==> src/rtl/fm_mot_pkg.sv <==
// Shared definitions for the FM MOT mode sequencer: mode codes, sequencer
// states and the default width of the dwell/prescaler fields.
`timescale 1ns/1ps
package fm_mot_pkg;

  localparam int N_B_DEF = 16;

  localparam logic [1:0] MODE_OFF    = 2'd0;
  localparam logic [1:0] MODE_SAT    = 2'd1;
  localparam logic [1:0] MODE_FM326  = 2'd2;
  localparam logic [1:0] MODE_MOT361 = 2'd3;

  typedef enum logic [1:0] {
    IDLE  = 2'd0,
    ARM   = 2'd1,
    DWELL = 2'd2,
    DONE  = 2'd3
  } seq_state_t;

  // A sequence counts as running only while it is arming or dwelling.
  function automatic logic seq_running(input seq_state_t s);
    return (s == ARM) || (s == DWELL);
  endfunction

endpackage

==> src/rtl/fm_seq_tick.sv <==
// Dwell timer: a prescaler producing ticks every presc+1 cycles and a tick
// down-counter that flags the final cycle of a step's dwell.
`timescale 1ns/1ps
module fm_seq_tick
  import fm_mot_pkg::*;
#(
  parameter int N_B = N_B_DEF
) (
  input  logic           clk,
  input  logic           rst,
  input  logic           load,
  input  logic           en,
  input  logic [N_B-1:0] dwell,
  input  logic [N_B-1:0] presc,
  output logic           expire
);

  logic [N_B-1:0] cnt_reg;
  logic [N_B-1:0] pc_reg;
  logic           tick;

  // >= keeps the prescaler from running away if presc shrinks mid-tick.
  assign tick   = (pc_reg >= presc);
  assign expire = en && tick && (cnt_reg == N_B'(1));

  always_ff @(posedge clk) begin
    if (rst) begin
      cnt_reg <= '0;
      pc_reg  <= '0;
    end else if (load) begin
      cnt_reg <= dwell;
      pc_reg  <= '0;
    end else if (en) begin
      if (tick) begin
        pc_reg <= '0;
        if (cnt_reg > N_B'(1)) begin
          cnt_reg <= cnt_reg - N_B'(1);
        end
      end else begin
        pc_reg <= pc_reg + N_B'(1);
      end
    end
  end

endmodule

==> src/rtl/fm_mot_mode_sequencer.sv <==
// Mode selector for the FM MOT parameter block: manual touchscreen path plus a
// triggered multi-step sequence, with every mode change gated by fm_idle.
`timescale 1ns/1ps
module fm_mot_mode_sequencer
  import fm_mot_pkg::*;
#(
  parameter int N_B = N_B_DEF
) (
  input  logic           clk,
  input  logic           rst,
  input  logic [1:0]     manual_mode,
  input  logic           seq_en,
  input  logic           trig,
  input  logic [1:0]     nsteps,
  input  logic [1:0]     order_0,
  input  logic [1:0]     order_1,
  input  logic [1:0]     order_2,
  input  logic [1:0]     order_3,
  input  logic [N_B-1:0] dwell_0,
  input  logic [N_B-1:0] dwell_1,
  input  logic [N_B-1:0] dwell_2,
  input  logic [N_B-1:0] dwell_3,
  input  logic [N_B-1:0] presc,
  input  logic           fm_idle,
  output logic [1:0]     mode,
  output logic           mode_chg,
  output logic           busy,
  output logic [1:0]     step,
  output logic           switch_pend,
  output logic           done
);

  seq_state_t     state_reg, state_next;
  logic [1:0]     mode_reg, mode_next;
  logic [1:0]     step_reg, step_next;
  logic           trig_q_reg;
  logic           mode_chg_reg;
  logic           start;
  logic           load;
  logic           expire;
  logic           pend;
  logic           done_c;

  logic [1:0]     order_arr [4];
  logic [N_B-1:0] dwell_arr [4];
  logic [1:0]     cur_order;
  logic [N_B-1:0] cur_dwell;
  logic           skip_step;
  logic           last_step;

  assign order_arr[0] = order_0;
  assign order_arr[1] = order_1;
  assign order_arr[2] = order_2;
  assign order_arr[3] = order_3;
  assign dwell_arr[0] = dwell_0;
  assign dwell_arr[1] = dwell_1;
  assign dwell_arr[2] = dwell_2;
  assign dwell_arr[3] = dwell_3;

  assign cur_order = order_arr[step_reg];
  assign cur_dwell = dwell_arr[step_reg];
  assign skip_step = (cur_dwell == '0);
  assign last_step = (step_reg == nsteps);
  assign start     = trig && !trig_q_reg;

  fm_seq_tick #(
    .N_B (N_B)
  ) u_tick (
    .clk    (clk),
    .rst    (rst),
    .load   (load),
    .en     (state_reg == DWELL),
    .dwell  (cur_dwell),
    .presc  (presc),
    .expire (expire)
  );

  always_comb begin
    state_next = state_reg;
    mode_next  = mode_reg;
    step_next  = step_reg;
    load       = 1'b0;
    pend       = 1'b0;
    done_c     = 1'b0;
    case (state_reg)
      IDLE: begin
        pend = (manual_mode != mode_reg);
        // A start pre-empts the manual switch for this cycle.
        if (start && seq_en) begin
          step_next  = 2'd0;
          state_next = ARM;
        end else if (pend && fm_idle) begin
          mode_next = manual_mode;
        end
      end
      ARM: begin
        pend = !skip_step && (cur_order != mode_reg);
        if (!seq_en) begin
          step_next  = 2'd0;
          state_next = IDLE;
        end else if (skip_step) begin
          if (last_step) begin
            state_next = DONE;
          end else begin
            step_next = step_reg + 2'd1;
          end
        end else if (fm_idle || !pend) begin
          mode_next  = cur_order;
          load       = 1'b1;
          state_next = DWELL;
        end
      end
      DWELL: begin
        if (!seq_en) begin
          step_next  = 2'd0;
          state_next = IDLE;
        end else if (expire) begin
          if (last_step) begin
            state_next = DONE;
          end else begin
            step_next  = step_reg + 2'd1;
            state_next = ARM;
          end
        end
      end
      DONE: begin
        done_c     = 1'b1;
        step_next  = 2'd0;
        state_next = IDLE;
      end
      default: begin
        state_next = IDLE;
      end
    endcase
  end

  always_ff @(posedge clk) begin
    if (rst) begin
      state_reg    <= IDLE;
      mode_reg     <= MODE_OFF;
      step_reg     <= 2'd0;
      trig_q_reg   <= 1'b0;
      mode_chg_reg <= 1'b0;
    end else begin
      state_reg    <= state_next;
      mode_reg     <= mode_next;
      step_reg     <= step_next;
      trig_q_reg   <= trig;
      mode_chg_reg <= (mode_next != mode_reg);
    end
  end

  assign mode        = mode_reg;
  assign mode_chg    = mode_chg_reg;
  assign busy        = seq_running(state_reg);
  assign step        = step_reg;
  assign switch_pend = pend;
  assign done        = done_c;

endmodule

==> config.mk <==
export PLATFORM = sky130hd
export DESIGN_NAME = fm_mot_mode_sequencer
export DESIGN_NICKNAME = d
export VERILOG_FILES = /design/src/rtl/fm_mot_pkg.sv /design/src/rtl/fm_seq_tick.sv /design/src/rtl/fm_mot_mode_sequencer.sv
export SDC_FILE = /design/constraint.sdc
export NUM_CORES = 1
export LEC_CHECK = 0
export ABC_AREA = 1
export CORE_ASPECT_RATIO = 1.25
export CORE_MARGIN = 2
export CORE_UTILIZATION = 25
export DETAILED_ROUTE_END_ITERATION = 7
export DONT_BUFFER_PORTS = 1
export PLACE_DENSITY = 0.42
export SYNTH_ARGS = -nofsm -noshare
export SYNTH_HDL_FRONTEND = slang
export SYNTH_HIERARCHICAL = 1
export SYNTH_SLANG_ARGS = --single-unit
==> constraint.sdc <==
create_clock -name clk -period 2.9 [get_ports clk]
set_input_delay 0.145 -clock clk [delete_from_list [all_inputs] [get_ports clk]]
set_output_delay 0.145 -clock clk [all_outputs]
set_load 0.02 [all_outputs]
## Word-level counts from Yosys, hierarchy flattened

Cells that the tools add are included.

| word-level totals | value |
|---|---|
| register bits after elaboration | 40 |
| bits of input ports | 97 |
| logic and storage cells | 86 |
| output and inout port bits | 8 |

| cells by class | value |
|---|---|
| equal/unequal tests | 13 |
| $lt $le $gt $ge | 3 |
| bitwise logic cells | 1 |
| reductions and logical operators | 20 |
| mux-type cells | 39 |
| add/subtract/negate cells | 3 |

Operators with widths:

| operator | number |
|---|---|
| $mux W16 | 7 |
| $mux W2 | 21 |
| $bmux W16 S2 | 1 |
| $add A16 B1 Y16 const B | 1 |
| $eq A16 B1 Y1 const B | 1 |
| $ge A16 B16 Y1 | 1 |
| $gt A16 B1 Y1 const B | 1 |
| $logic_not A16 Y1 | 1 |
| $pmux W2 S4 | 2 |
| $sub A16 B1 Y16 const B | 1 |
| $ne A4 B4 Y1 const B | 2 |
| $logic_and A1 B1 Y1 | 6 |
| $ne A2 B2 Y1 | 3 |
| $ne A3 B3 Y1 const B | 2 |
| $reduce_and A3 Y1 | 2 |
| $reduce_bool A2 Y1 | 3 |
| $mux W1 | 5 |
| $bmux W2 S2 | 1 |
| $eq A2 B2 Y1 const B | 2 |
| $pmux W2 S2 | 1 |
| $reduce_and A4 Y1 | 1 |
| $ge A3 B3 Y1 const B | 1 |
| $logic_not A1 Y1 | 3 |
| $not A2 Y3 | 1 |
| 8 further kinds | 9 |

## Longest topological paths before layout

Gate-level depths: netlist of run 1.

| depth | value |
|---|---|
| depth after elaboration | 15 |
| mapped depth | 20 |

## By module

Netlist of run 1, hierarchy kept.

By module, submodules not included:

| module | area an instance (um^2) | times used | sequential area each (um^2) | cells an instance |
|---|---|---|---|---|
| fm_seq_tick | 2374.8 | 1 | 640.6 | 378 |
| fm_mot_mode_sequencer | 1322.5 | 1 | 160.2 | 268 |

## Least setup slack after synthesis of run 1

OpenSTA, ideal clock, no wires.

| timing | value |
|---|---|
| kind | reg2reg |
| from | register step_reg[1], in the netlist step[1] |
| to | register u_tick.cnt_reg[6] |
| period minus slack after synthesis | 2.379 ns |
| slack | 0.521 ns |
| stages on the path, launching flop included | 19 |
| arrival time | 2.266 ns |
| path through | dfxtp_1 > buf_4 > buf_2 > nand3_1 > nand2_1 > nand2_1 > nor2_1 > nand2_1 > nor2_2 > inv_2 > nand3_2 > nand2_1 > inv_1 > inv_2 > nand2_1 > nand3_4 > buf_6 > nor2_1 > nor2_1 |

| between the ends | value |
|---|---|
| cells in the longest elaborated chain, start to end | 15 |
| elaborated cells between the ends (all ways) | 22 |
| classes of those cells | eq/ne: 1; mux: 11; bitwise: 1; reduce/logical: 9 |

Ends and longest elaborated chain:

| element | line | text |
|---|---|---|
| from (decl) | fm_mot_mode_sequencer.sv:35 | `logic [1:0] step_reg, step_next;` |
| from (signal assigned) | fm_mot_mode_sequencer.sv:147 | `step_reg <= step_next;` |
| $not A2 Y3 (implied by the code) * | fm_mot_mode_sequencer.sv:60, fm_mot_mode_sequencer.sv:61 |  |
| $bmux W16 S2 | fm_mot_mode_sequencer.sv:61 | `assign cur_dwell = dwell_arr[step_reg];` |
| $mux W16 (implied by the code) (2 in series) | fm_mot_mode_sequencer.sv:61 |  |
| $logic_not A16 Y1 | fm_mot_mode_sequencer.sv:62 | `assign skip_step = (cur_dwell == '0);` |
| $logic_not A1 Y1 | fm_mot_mode_sequencer.sv:97 | `pend = !skip_step && (cur_order != mode_reg);` |
| $logic_and A1 B1 Y1 | fm_mot_mode_sequencer.sv:97 |  |
| $logic_not A1 Y1 | fm_mot_mode_sequencer.sv:107 | `end else if (fm_idle \|\| !pend) begin` |
| $logic_or A1 B1 Y1 | fm_mot_mode_sequencer.sv:107 |  |
| $mux W1 | fm_mot_mode_sequencer.sv:107 |  |
| $mux W1 * | fm_mot_mode_sequencer.sv:101 | `end else if (skip_step) begin` |
| $mux W1 * | fm_mot_mode_sequencer.sv:98 | `if (!seq_en) begin` |
| $mux W1 * | fm_mot_mode_sequencer.sv:85 | `case (state_reg)` |
| net load | fm_mot_mode_sequencer.sv:39 | `logic load;` |
| $reduce_bool A2 Y1 (no line) | n/a |  |
| $reduce_and A3 Y1 (no line) | n/a |  |
| to (signal assigned) | fm_seq_tick.sv:31 | `cnt_reg <= dwell;` |
| to (signal assigned) | fm_seq_tick.sv:37 | `cnt_reg <= cnt_reg - N_B'(1);` |
| to (decl) | fm_seq_tick.sv:18 | `logic [N_B-1:0] cnt_reg;` |

The timed path passes the listed nets; every way through them passes the cells marked *. The select of a mux whose other input is x is not followed.
A chain may end at the register's enable or synchronous reset.

## Final worst setup path of run 1

| timing | value |
|---|---|
| from | register step_reg[0], in the netlist step[0] |
| to | register u_tick.cnt_reg[1] |

Same word-level chain as after synthesis.

==> flow_summary_export.csv, run 1 <==
group,metric,value,unit
outcome,status,"finished, final reports clean",
detailed_routing,drt-vias-per-instance,4.59,
sta,hold_slack,0.0596,ns
placed_design,gp_congestion,0.840,
placed_design,hpwl,8110,um
layout,layout.cells.non_filler,825,
synth,synth_xor_area_share,4.03,%
sta,setup_viol,0,
placed_design,dpl_worst_slack,0.186,ns
detailed_routing,routed_wl,10000,um
layout,num_antenna_cells,0,
flow_run,drv_cap,0,
pwr,netSwitchingPower,1210,uW
setup_path,cp_max_fo,25,
synth,ys_types,36,
floorplan,fp-row-count,49,
setup_path,criticalPathCategory,"reg -> reg",
synth,synth_top_family_by_area,"simple AND/OR/NAND/NOR gates",
clocking,clock-sinks,40,
grt,grt_overflow,0,
clocking,h-tree-depth,2,
pwr,leakagePower,0.00206,uW
setup_path,cpMostUsedCell,"nand2_1",
setup_path,rr_worst_depth,19,
setup_path,crit_slowest_cell,"dfxtp_1",
detailed_routing,drt_iter0_markers,210,
synth,yosysWarnings,6,
detailed_routing,wl_per_cell,12.1,um
sta,slew_violations,0,
clocking,tritoncts,"done",
sta,layout_min_cycle_time,2.56,ns
sta,worst_pin_slew,0.518,ns
detailed_routing,drc,0,
sta,relSlewSlack,65.5,%
setup_path,critPathLaunch,"step[0]$_SDFFE_PP0P_",
floorplan,die_h,140,um
setup_path,cp_top_family,"simple AND/OR/NAND/NOR gates",
sta,min_period_over_period,88.4,%
detailed_routing,vias,3783,
setup_path,cp.required,3.08,ns
setup_path,critPathLaunchType,"register",
setup_path,r2r-start,"step[0]$_SDFFE_PP0P_",
pwr,p_clk_share,21.3,%
synth,synth_edf_count,0,
clocking,cts_root_buffer,"clkbuf_16",
synth,yosysTopAreaCellShare,23.2,%
clocking,cts_buffers,5,
synth,ys_top_cells_by_count,"nand2_1 (229), nor2_1 (82), inv_1 (81), nand3_1 (58), dfxtp_1 (40)",
clocking,clk_path_buf_depth,2,
floorplan,ios,105,
synth,yosys-mux-area-fraction,0,%
synth,synthSimpleGateAreaFrac,47.3,%
setup_path,rrSetupSlack,0.34,ns
synth,ys_ff_latch,40,
grt,grt_max_degree,41,
synth,ys_seq_area_share,21.7,%
setup_path,path_cells,"inv_2 > buf_4 > nand2_1 > nand3_1 > nand2_1 > nand2_1 > nor2_1 > nand2_1 > nor2_2 > inv_2 > nand3_2 > nand2_1 > inv_1 > inv_2 > buf_4 > o21ai_0 > nand4_1 > nand2_1 > nor2_1",
floorplan,dieArea,0.0158,sq mm
clocking,post_cts_buffers,0,
floorplan,die_x,113,um
clocking,path_clk_slew,0.06,ns
setup_path,critPathArrivalTime,2.75,ns
placed_design,place_inst,815,
sta,finalHoldViolations,0,
sta,setup_slack,0.336,ns
sta,fmax,390,MHz
synth,synth_area_leaders,"nand2_1 (23%), dfxtp_1 (22%), nor2_1 (8.3%), inv_1 (8.2%), nand3_1 (7.9%)",
synth,synth_compound_area_share,7.41,%
sta,rsz0062_at_grt,"no",
layout,final_util,28.3,%
synth,synth_cells,646,
layout,area_delta_synth_final,10.4,%
synth,syn_area,0.00370,sq mm
setup_path,critical_path_buf_inv_count,6,
grt,grt_pass1_wl,17500,um
detailed_routing,first_pass_iters,4,
pwr,powerDensity,629,mW/mm^2
worst_hold_path,hp-class,"in -> reg",
synth,synth-async-reset-ratio,0,%
synth,syn_area_per_cell,5.72,sq um
worst_hold_path,holdPathEnd,"state_reg[0]$_SDFFE_PP0P_",
setup_path,end_kind,"register",
sta,finalSetupTns,0,ns
layout,fin_nets,767,
layout,drive_above_1_share,7.57,%
setup_path,slowest_delay,0.40,ns
placed_design,portBuffers,0,
pwr,combPwrFrac,53.6,%
grt,grt_use_total,13.2,%
synth,synthAdderAreaFrac,7.78,%
clocking,clk_latency,0.29,ns
synth,syn_nets,766,
grt,grt_pass1_vias,3789,
detailed_routing,ant_nets,0,
synth,synth_most_common_cell,"nand2_1",
pwr,p_seq_share,25.1,%
sta,finClkSkew,0.00819,ns
floorplan,initial_core_util,25.7,%
synth,synthFlopType,"dfxtp_1",
synth,synth_top_cell_by_area,"nand2_1",
pwr,ir_drop,0.290,mV
floorplan,core,0.0144,sq mm
pwr,p_sw_share,47.2,%
grt,antenna_found_initial,0,
worst_hold_path,holdPathStages,3,
setup_path,r2r_end,"u_tick/cnt_reg[1]$_SDFFE_PP0P_",
pwr,p_int,1350,uW
worst_hold_path,min_from,"rst",
-- per-stage QoR --
| step | instance area [sq um] | total power (uW) |
|---|---|---|
| after floorplan | 3700 | 1710 |
| after global placement | 3900 | 2010 |
| after detailed placement | 3900 | 2020 |
| after CTS | 4060 | 2580 |
| after global routing | 4080 | 2850 |
| final | 4080 | 2570 |
-- final cells by class --
cell class	instances	area, sq um
multi-input combinational	501	2480
fill	1664	10300
clock inverter	2	12.5
timing repair buffer	13	115
inverter	86	323
tap	178	223
sequential	40	801
clock buffer	5	125
-- worst register-to-register path: cells and delay by family (launching register included) --
family	cells	cell delay, ns
buf+inv	6	0.69
flops	1	0.40
compound gates	1	0.22
simple gates	12	1.12
-- power groups by stage --
stage | logic (uW) | registers [uW] | clock network, uW
after CTS | 1370 | 646 | 567
after floorplan | 1040 | 674 | 0
final | 1380 | 645 | 546
after detailed placement | 1360 | 657 | 0
after global placement | 1360 | 657 | 0
after global routing | 1610 | 654 | 587
-- routing by layer --
metal | track usage (%) | wire (um) | vias up
met4 | 3.53 | 126 | 0
met3 | 2.12 | 430 | 10
met5 | 0 | 0 | -
met2 | 24.1 | 5020 | 91
met1 | 15.9 | 4440 | 1665
li1 | - | - | 2017
-- worst max-delay path by stage --
stage	cells after the start	slack, ns	end
after detailed placement	17	0.19	u_tick/pc_reg[15]$_SDFFE_PP0P_
after CTS	17	0.16	u_tick/pc_reg[15]$_SDFFE_PP0P_
after floorplan	18	0.52	u_tick/cnt_reg[6]$_SDFFE_PP0P_
final	19	0.34	u_tick/cnt_reg[1]$_SDFFE_PP0P_
after global routing	19	0.03	u_tick/cnt_reg[14]$_SDFFE_PP0P_
after global placement	17	0.23	u_tick/pc_reg[14]$_SDFFE_PP0P_
-- cells by family (layout without fill, tap and decap cells) --
family | Yosys count | count (layout)
flip-flops | 40 | 40
XOR/XNOR | 17 | 17
AO/OA/AOI/OAI | 50 | 50
adder cells (fa/ha/maj) | 23 | 23
buffers and inverters | 106 | 106
AND/OR/NAND/NOR | 410 | 411
-- placed cells by master (no fill, tap or decap), drive strengths merged --
| cell | synthesis | routed |
|---|---|---|
| clkinvlp | 0 | 1 |
| xnor2 | 4 | 4 |
| nor3b | 1 | 1 |
| o32ai | 1 | 1 |
| a21boi | 1 | 1 |
| a31oi | 3 | 3 |
| buf | 14 | 11 |
| nor3 | 8 | 8 |
| inv | 85 | 85 |
| nor2 | 92 | 92 |
| o21a | 1 | 1 |
| clkbuf | 6 | 5 |
| nand3b | 1 | 1 |
| o21ai | 24 | 24 |
| xor2 | 13 | 13 |
| o21bai | 1 | 1 |
| nand4 | 9 | 9 |
| clkinv | 1 | 2 |
| dfxtp | 40 | 40 |
| a21oi | 18 | 18 |
| nand2 | 235 | 235 |
| o22ai | 1 | 1 |
| nand3 | 63 | 64 |
| ha | 23 | 23 |
| dlygate4sd3 | 0 | 2 |
| or2 | 1 | 1 |
-- timing repair --
item                                   in CTS  in global routing
endpoints found under the hold margin       6                  0
hold buffers                                2                  0
resized for setup                           0                  3
setup endpoints to repair                   0                 31
Note: power is estimated with default switching activity, not from simulation.
==> run 2, diff against run 1 <==
- MAX_ROUTING_LAYER: not set -> met4
==> run 2 against run 1 <==
Sequential power hardly changed. Maximum frequency is 0.50% higher. Total power about the same. Count of clock-buffer cells in the layout unchanged. Sequential share of layout area unchanged. Non-clock buffer count stayed put. Sequential cell count unchanged. Critical path type unchanged. Largest power group unchanged.
==> flow_summary_export.csv, run 2 (synthesis results as in run 1) <==
group,metric,value,unit
sta,layout_min_cycle_time,2.55,ns
placed_design,gp_congestion,0.853,
floorplan,dieArea,0.0158,sq mm
layout,fin_nets,767,
sta,finClkSkew,0.00912,ns
clocking,h-tree-depth,2,
pwr,leakagePower,0.00206,uW
layout,fill_cells,1664,
grt,grt_overflow,0,
setup_path,slowest_delay,0.40,ns
setup_path,critPathLaunchType,"register",
detailed_routing,vias,3781,
pwr,power,2570,uW
setup_path,cpMostUsedCell,"nand2_1",
floorplan,ios,105,
worst_hold_path,min_from,"rst",
sta,finalHoldViolations,0,
clocking,cts_buffers,5,
grt,grt_pass1_vias,3789,
grt,antenna_found_initial,0,
setup_path,cp.required,3.09,ns
clocking,clk_latency,0.29,ns
setup_path,end_kind,"register",
flow_run,drv_cap,0,
clocking,cts_root_buffer,"clkbuf_16",
grt,grt_use_total,13.6,%
setup_path,critPathLaunch,"step[0]$_SDFFE_PP0P_",
placed_design,hpwl,8110,um
layout,layout.cells.non_filler,825,
detailed_routing,routed_wl,10000,um
placed_design,portBuffers,0,
pwr,powerDensity,629,mW/mm^2
sta,setup_viol,0,
layout,num_antenna_cells,0,
sta,fmax,392,MHz
floorplan,die_x,113,um
sta,hold_slack,0.0564,ns
detailed_routing,drc,0,
floorplan,core,0.0144,sq mm
sta,rsz0062_at_grt,"no",
sta,slew_violations,0,
grt,grt_pass1_wl,17500,um
floorplan,fp-row-count,49,
detailed_routing,first_pass_iters,4,
worst_hold_path,hp-class,"in -> reg",
detailed_routing,wl_per_cell,12.1,um
setup_path,path_cells,"inv_2 > buf_4 > nand2_1 > nand3_1 > nand2_1 > nand2_1 > nor2_1 > nand2_1 > nor2_2 > inv_2 > nand3_2 > nand2_1 > inv_1 > inv_2 > buf_4 > o21ai_0 > nand4_1 > nand2_1 > nor2_1",
sta,relSlewSlack,65.5,%
placed_design,place_inst,815,
detailed_routing,ant_nets,0,
sta,worst_pin_slew,0.517,ns
sta,min_period_over_period,88.0,%
clocking,clock-sinks,40,
setup_path,crit_slowest_cell,"dfxtp_1",
clocking,clk_path_buf_depth,2,
outcome,status,"finished, final reports clean",
floorplan,initial_core_util,25.7,%
setup_path,critPathArrivalTime,2.74,ns
setup_path,criticalPathCategory,"reg -> reg",
clocking,path_clk_slew,0.07,ns
sta,finalSetupTns,0,ns
layout,layout_commonest_cell,"nand2_1",
pwr,ir_drop,0.290,mV
detailed_routing,drt-vias-per-instance,4.58,
clocking,post_cts_buffers,0,
layout,area_delta_synth_final,10.4,%
clocking,tritoncts,"done",
grt,grt_max_degree,41,
layout,final_cell_mix,"nand2_1 (227), nor2_1 (82), inv_1 (81), nand3_1 (58), dfxtp_1 (40)",
setup_path,r2r-start,"step[0]$_SDFFE_PP0P_",
setup_path,cp_max_fo,25,
layout,drive_above_1_share,7.57,%
detailed_routing,drt_iter0_markers,206,
floorplan,die_h,140,um
-- run 2: cell counts in the layout (fill, tap and decap cells not counted) --
Identical to the previous run, type by type.
-- run 2: worst paths after layout --
check / end / slack [ns] / cells after the start
hold / removal: state_reg[0]$_SDFFE_PP0P_ / 0.06 / 3
setup / recovery: u_tick/cnt_reg[1]$_SDFFE_PP0P_ / 0.35 / 19
setup reg to reg: u_tick/cnt_reg[1]$_SDFFE_PP0P_ / 0.35 / 19
hold reg to reg: u_tick/cnt_reg[1]$_SDFFE_PP0P_ / 0.49 / 2
-- run 2: layer usage --
| layer | vias to the layer above | routed length [um] | part of all wire (%) | track usage [%] |
|---|---|---|---|---|
| li1 | 2015 | - | - | - |
| met1 | 1658 | 4450 | 45 | 16.1 |
| met2 | 98 | 5020 | 50 | 24.1 |
| met3 | 10 | 396 | 4.0 | 1.90 |
| met4 | 0 | 130 | 1.3 | 3.53 |
| met5 | - | 0 | 0 | - |
-- run 2: worst max-delay path: cells and delay by family, from the launching register on --
family                 cells  cell delay [ns]
DFF                        1             0.40
buffers and inverters      6             0.68
and+or+nand+nor           12             1.12
AOI/OAI and AO/OA          1             0.21
-- run 2: final cells by class --
type | count | area (sq um) | area share [%]
Inverter | 86 | 323 | 7.91
Timing Repair Buffer | 13 | 115 | 2.82
Multi-Input combinational cell | 501 | 2480 | 60.8
Sequential cell | 40 | 801 | 19.6
Tap cell | 178 | 223 | 5.46
Clock inverter | 2 | 12.5 | 0.307
Clock buffer | 5 | 125 | 3.07
-- run 2: report_power, final --
group / switching (uW) / internal (uW)
Combinational: 930 / 443
Sequential: 46.4 / 599
Clock: 235 / 313
-- run 2: repair_timing --
action,CTS,global route
endpoints found under the hold margin,6,0
endpoints found under the setup margin,0,31
gates resized for setup,0,3
hold buffers,2,0
-- run 2: metrics by stage --
step | util [%] | area (sq um) | setup WS (ns)
finish | 28.3 | 4080 | 0.349
global route | 28.3 | 4080 | 0.0294
CTS | 28.2 | 4060 | 0.158
detailed placement | 27.1 | 3900 | 0.186
global placement | 27.1 | 3900 | 0.227
floorplan | - | 3700 | 0.521
==> run 3, diff against run 2 <==
- CORE_UTILIZATION: 25 -> 51
- PLACE_DENSITY: 0.42 -> not set
- PLACE_DENSITY_LB_ADDON: not set -> 0.05
==> run 3 against run 2 <==
Maximum frequency shrank 0.23%. Sequential share of layout area grew 1.0 points. Total power shrank 9.5%. Core utilization grew 27 points. Wire length shrank 12%. Register-to-register slack is essentially flat. Final area shrank 4.9%. Largest cell class unchanged. First-iteration DRC count shrank 30%. Sequential cell count is the same. Sequential power is essentially flat. Combinational power shrank 4%. Non-clock buffer count shrank 4.
==> flow_summary_export.csv, run 3 (synthesis results as in run 1) <==
group,metric,value,unit
outcome,status,"finished, final reports clean",
sta,finClkSkew,0.00595,ns
layout,area_delta_synth_final,4.97,%
layout,drive_above_1_share,7.00,%
detailed_routing,ant_nets,0,
sta,layout_min_cycle_time,2.56,ns
layout,final_util,55.6,%
sta,min_period_over_period,88.2,%
detailed_routing,wl_per_cell,12.0,um
worst_hold_path,hp-class,"in -> reg",
clocking,post_cts_buffers,0,
detailed_routing,routed_wl,8830,um
floorplan,die_h,99.2,um
setup_path,cpMostUsedCell,"nand2_1",
setup_path,crit_slowest_cell,"dfxtp_1",
setup_path,cp_top_family,"simple AND/OR/NAND/NOR gates",
layout,final_cell_mix,"nand2_1 (227), nor2_1 (82), inv_1 (81), nand3_1 (58), dfxtp_1 (40)",
sta,relSlewSlack,69.1,%
clocking,h-tree-depth,2,
setup_path,r2r-start,"step[0]$_SDFFE_PP0P_",
setup_path,critPathLaunch,"step[0]$_SDFFE_PP0P_",
setup_path,criticalPathCategory,"reg -> reg",
grt,grt_pass1_wl,15300,um
placed_design,place_inst,723,
sta,fmax,391,MHz
grt,antenna_found_initial,0,
flow_run,drv_cap,0,
layout,layout.cells.non_filler,733,
layout,fin_area,0.00388,sq mm
setup_path,critPathLaunchType,"register",
pwr,leakagePower,0.00202,uW
clocking,path_clk_slew,0.08,ns
detailed_routing,drt-vias-per-instance,5.17,
detailed_routing,drt_iter0_markers,145,
detailed_routing,vias,3793,
floorplan,dieArea,0.00795,sq mm
setup_path,path_cells,"inv_4 > buf_4 > nand2_1 > nand3_1 > nand2_1 > xor2_1 > nand2_1 > nand3_2 > nand2_1 > inv_1 > inv_2 > nand3_2 > nand3_4 > inv_2 > nor2_1 > nor2_1",
clocking,tritoncts,"done",
clocking,clk_path_buf_depth,2,
worst_hold_path,holdPathStages,3,
clocking,clk_latency,0.29,ns
setup_path,rr_worst_depth,16,
sta,setup_viol,0,
placed_design,portBuffers,0,
sta,worst_pin_slew,0.463,ns
clocking,cts_buffers,5,
setup_path,cp.required,3.09,ns
layout,layout_commonest_cell,"nand2_1",
worst_hold_path,min_from,"rst",
clocking,cts_root_buffer,"clkbuf_8",
sta,slew_violations,0,
floorplan,ios,105,
sta,hold_slack,0.0311,ns
pwr,ir_drop,0.311,mV
floorplan,fp-row-count,34,
layout,num_antenna_cells,0,
detailed_routing,first_pass_iters,4,
placed_design,gp_congestion,0.863,
grt,grt_use_total,24.1,%
grt,grt_overflow,0,
grt,grt_pass1_vias,3689,
clocking,clock-sinks,40,
setup_path,cp.depth,16,
sta,finalHoldViolations,0,
floorplan,core,0.00698,sq mm
setup_path,cp_max_fo,33,
detailed_routing,drc,0,
floorplan,initial_core_util,53.0,%
placed_design,post_dp_cell_area,0.00375,sq mm
setup_path,rrSetupSlack,0.34,ns
floorplan,die_x,80.2,um
setup_path,slowest_delay,0.36,ns
placed_design,hpwl,6900,um
sta,finalSetupTns,0,ns
sta,rsz0062_at_grt,"no",
setup_path,end_kind,"register",
grt,grt_max_degree,41,
setup_path,critPathArrivalTime,2.75,ns
layout,fin_nets,763,
setup_path,critical_path_buf_inv_count,5,
pwr,powerDensity,598,mW/mm^2
-- run 3: cell count changes in the layout (fill, tap and decap cells not counted), sizes merged --
cell and change:
buf -4
-- run 3: final timing paths --
check                                                        to
worst max-delay path            u_tick/cnt_reg[13]$_SDFFE_PP0P_
worst min register to register   u_tick/cnt_reg[1]$_SDFFE_PP0P_
worst min-delay path                  state_reg[0]$_SDFFE_PP0P_
worst max register to register  u_tick/cnt_reg[13]$_SDFFE_PP0P_
-- run 3: power by group --
part	internal [uW]	leakage, uW	switching, uW	total, uW
registers	598	0.000324	48.8	647
clock network	163	0.0000400	203	367
logic	420	0.00165	889	1310
total	1180	0.00202	1140	2320
-- run 3: per-stage QoR --
step	setup WS (ns)	total power, uW
after global routing	0.00365	2580
final	0.343	2320
after detailed placement	0.195	1930
after floorplan	0.521	1710
after CTS	0.184	2320
after global placement	0.299	1900
-- run 3: what timing repair did --
item | in CTS | in global routing
setup endpoints to repair | 0 | 31
hold buffers | 2 | 0
endpoints found under the hold margin | 6 | 0
gates resized for setup | 0 | 8
-- run 3: final cells by class --
type	instances	area [sq um]
Clock buffer	5	68.8
Clock inverter	2	12.5
Fill cell	756	3100
Inverter	86	325
Multi-Input combinational cell	501	2480
Sequential cell	40	801
Tap cell	90	113
Timing Repair Buffer	9	80.1
-- run 3: per-layer routing --
metal  up-vias  wire [um]  share of wire (%)  global-route usage [%]
met1      1689       3700                 42                    25.9
met2        88       4690                 53                    44.4
li1       2006          -                  -                       -
met5         -          0                  0                       -
met4         0         97                1.1                    8.34
met3        10        334                3.8                    3.36
-- run 3: tightest hold or removal path, cell delays in order --
cell and delay, ns:
inv_1 0.04, nand2_1 0.07, nor2_1 0.03
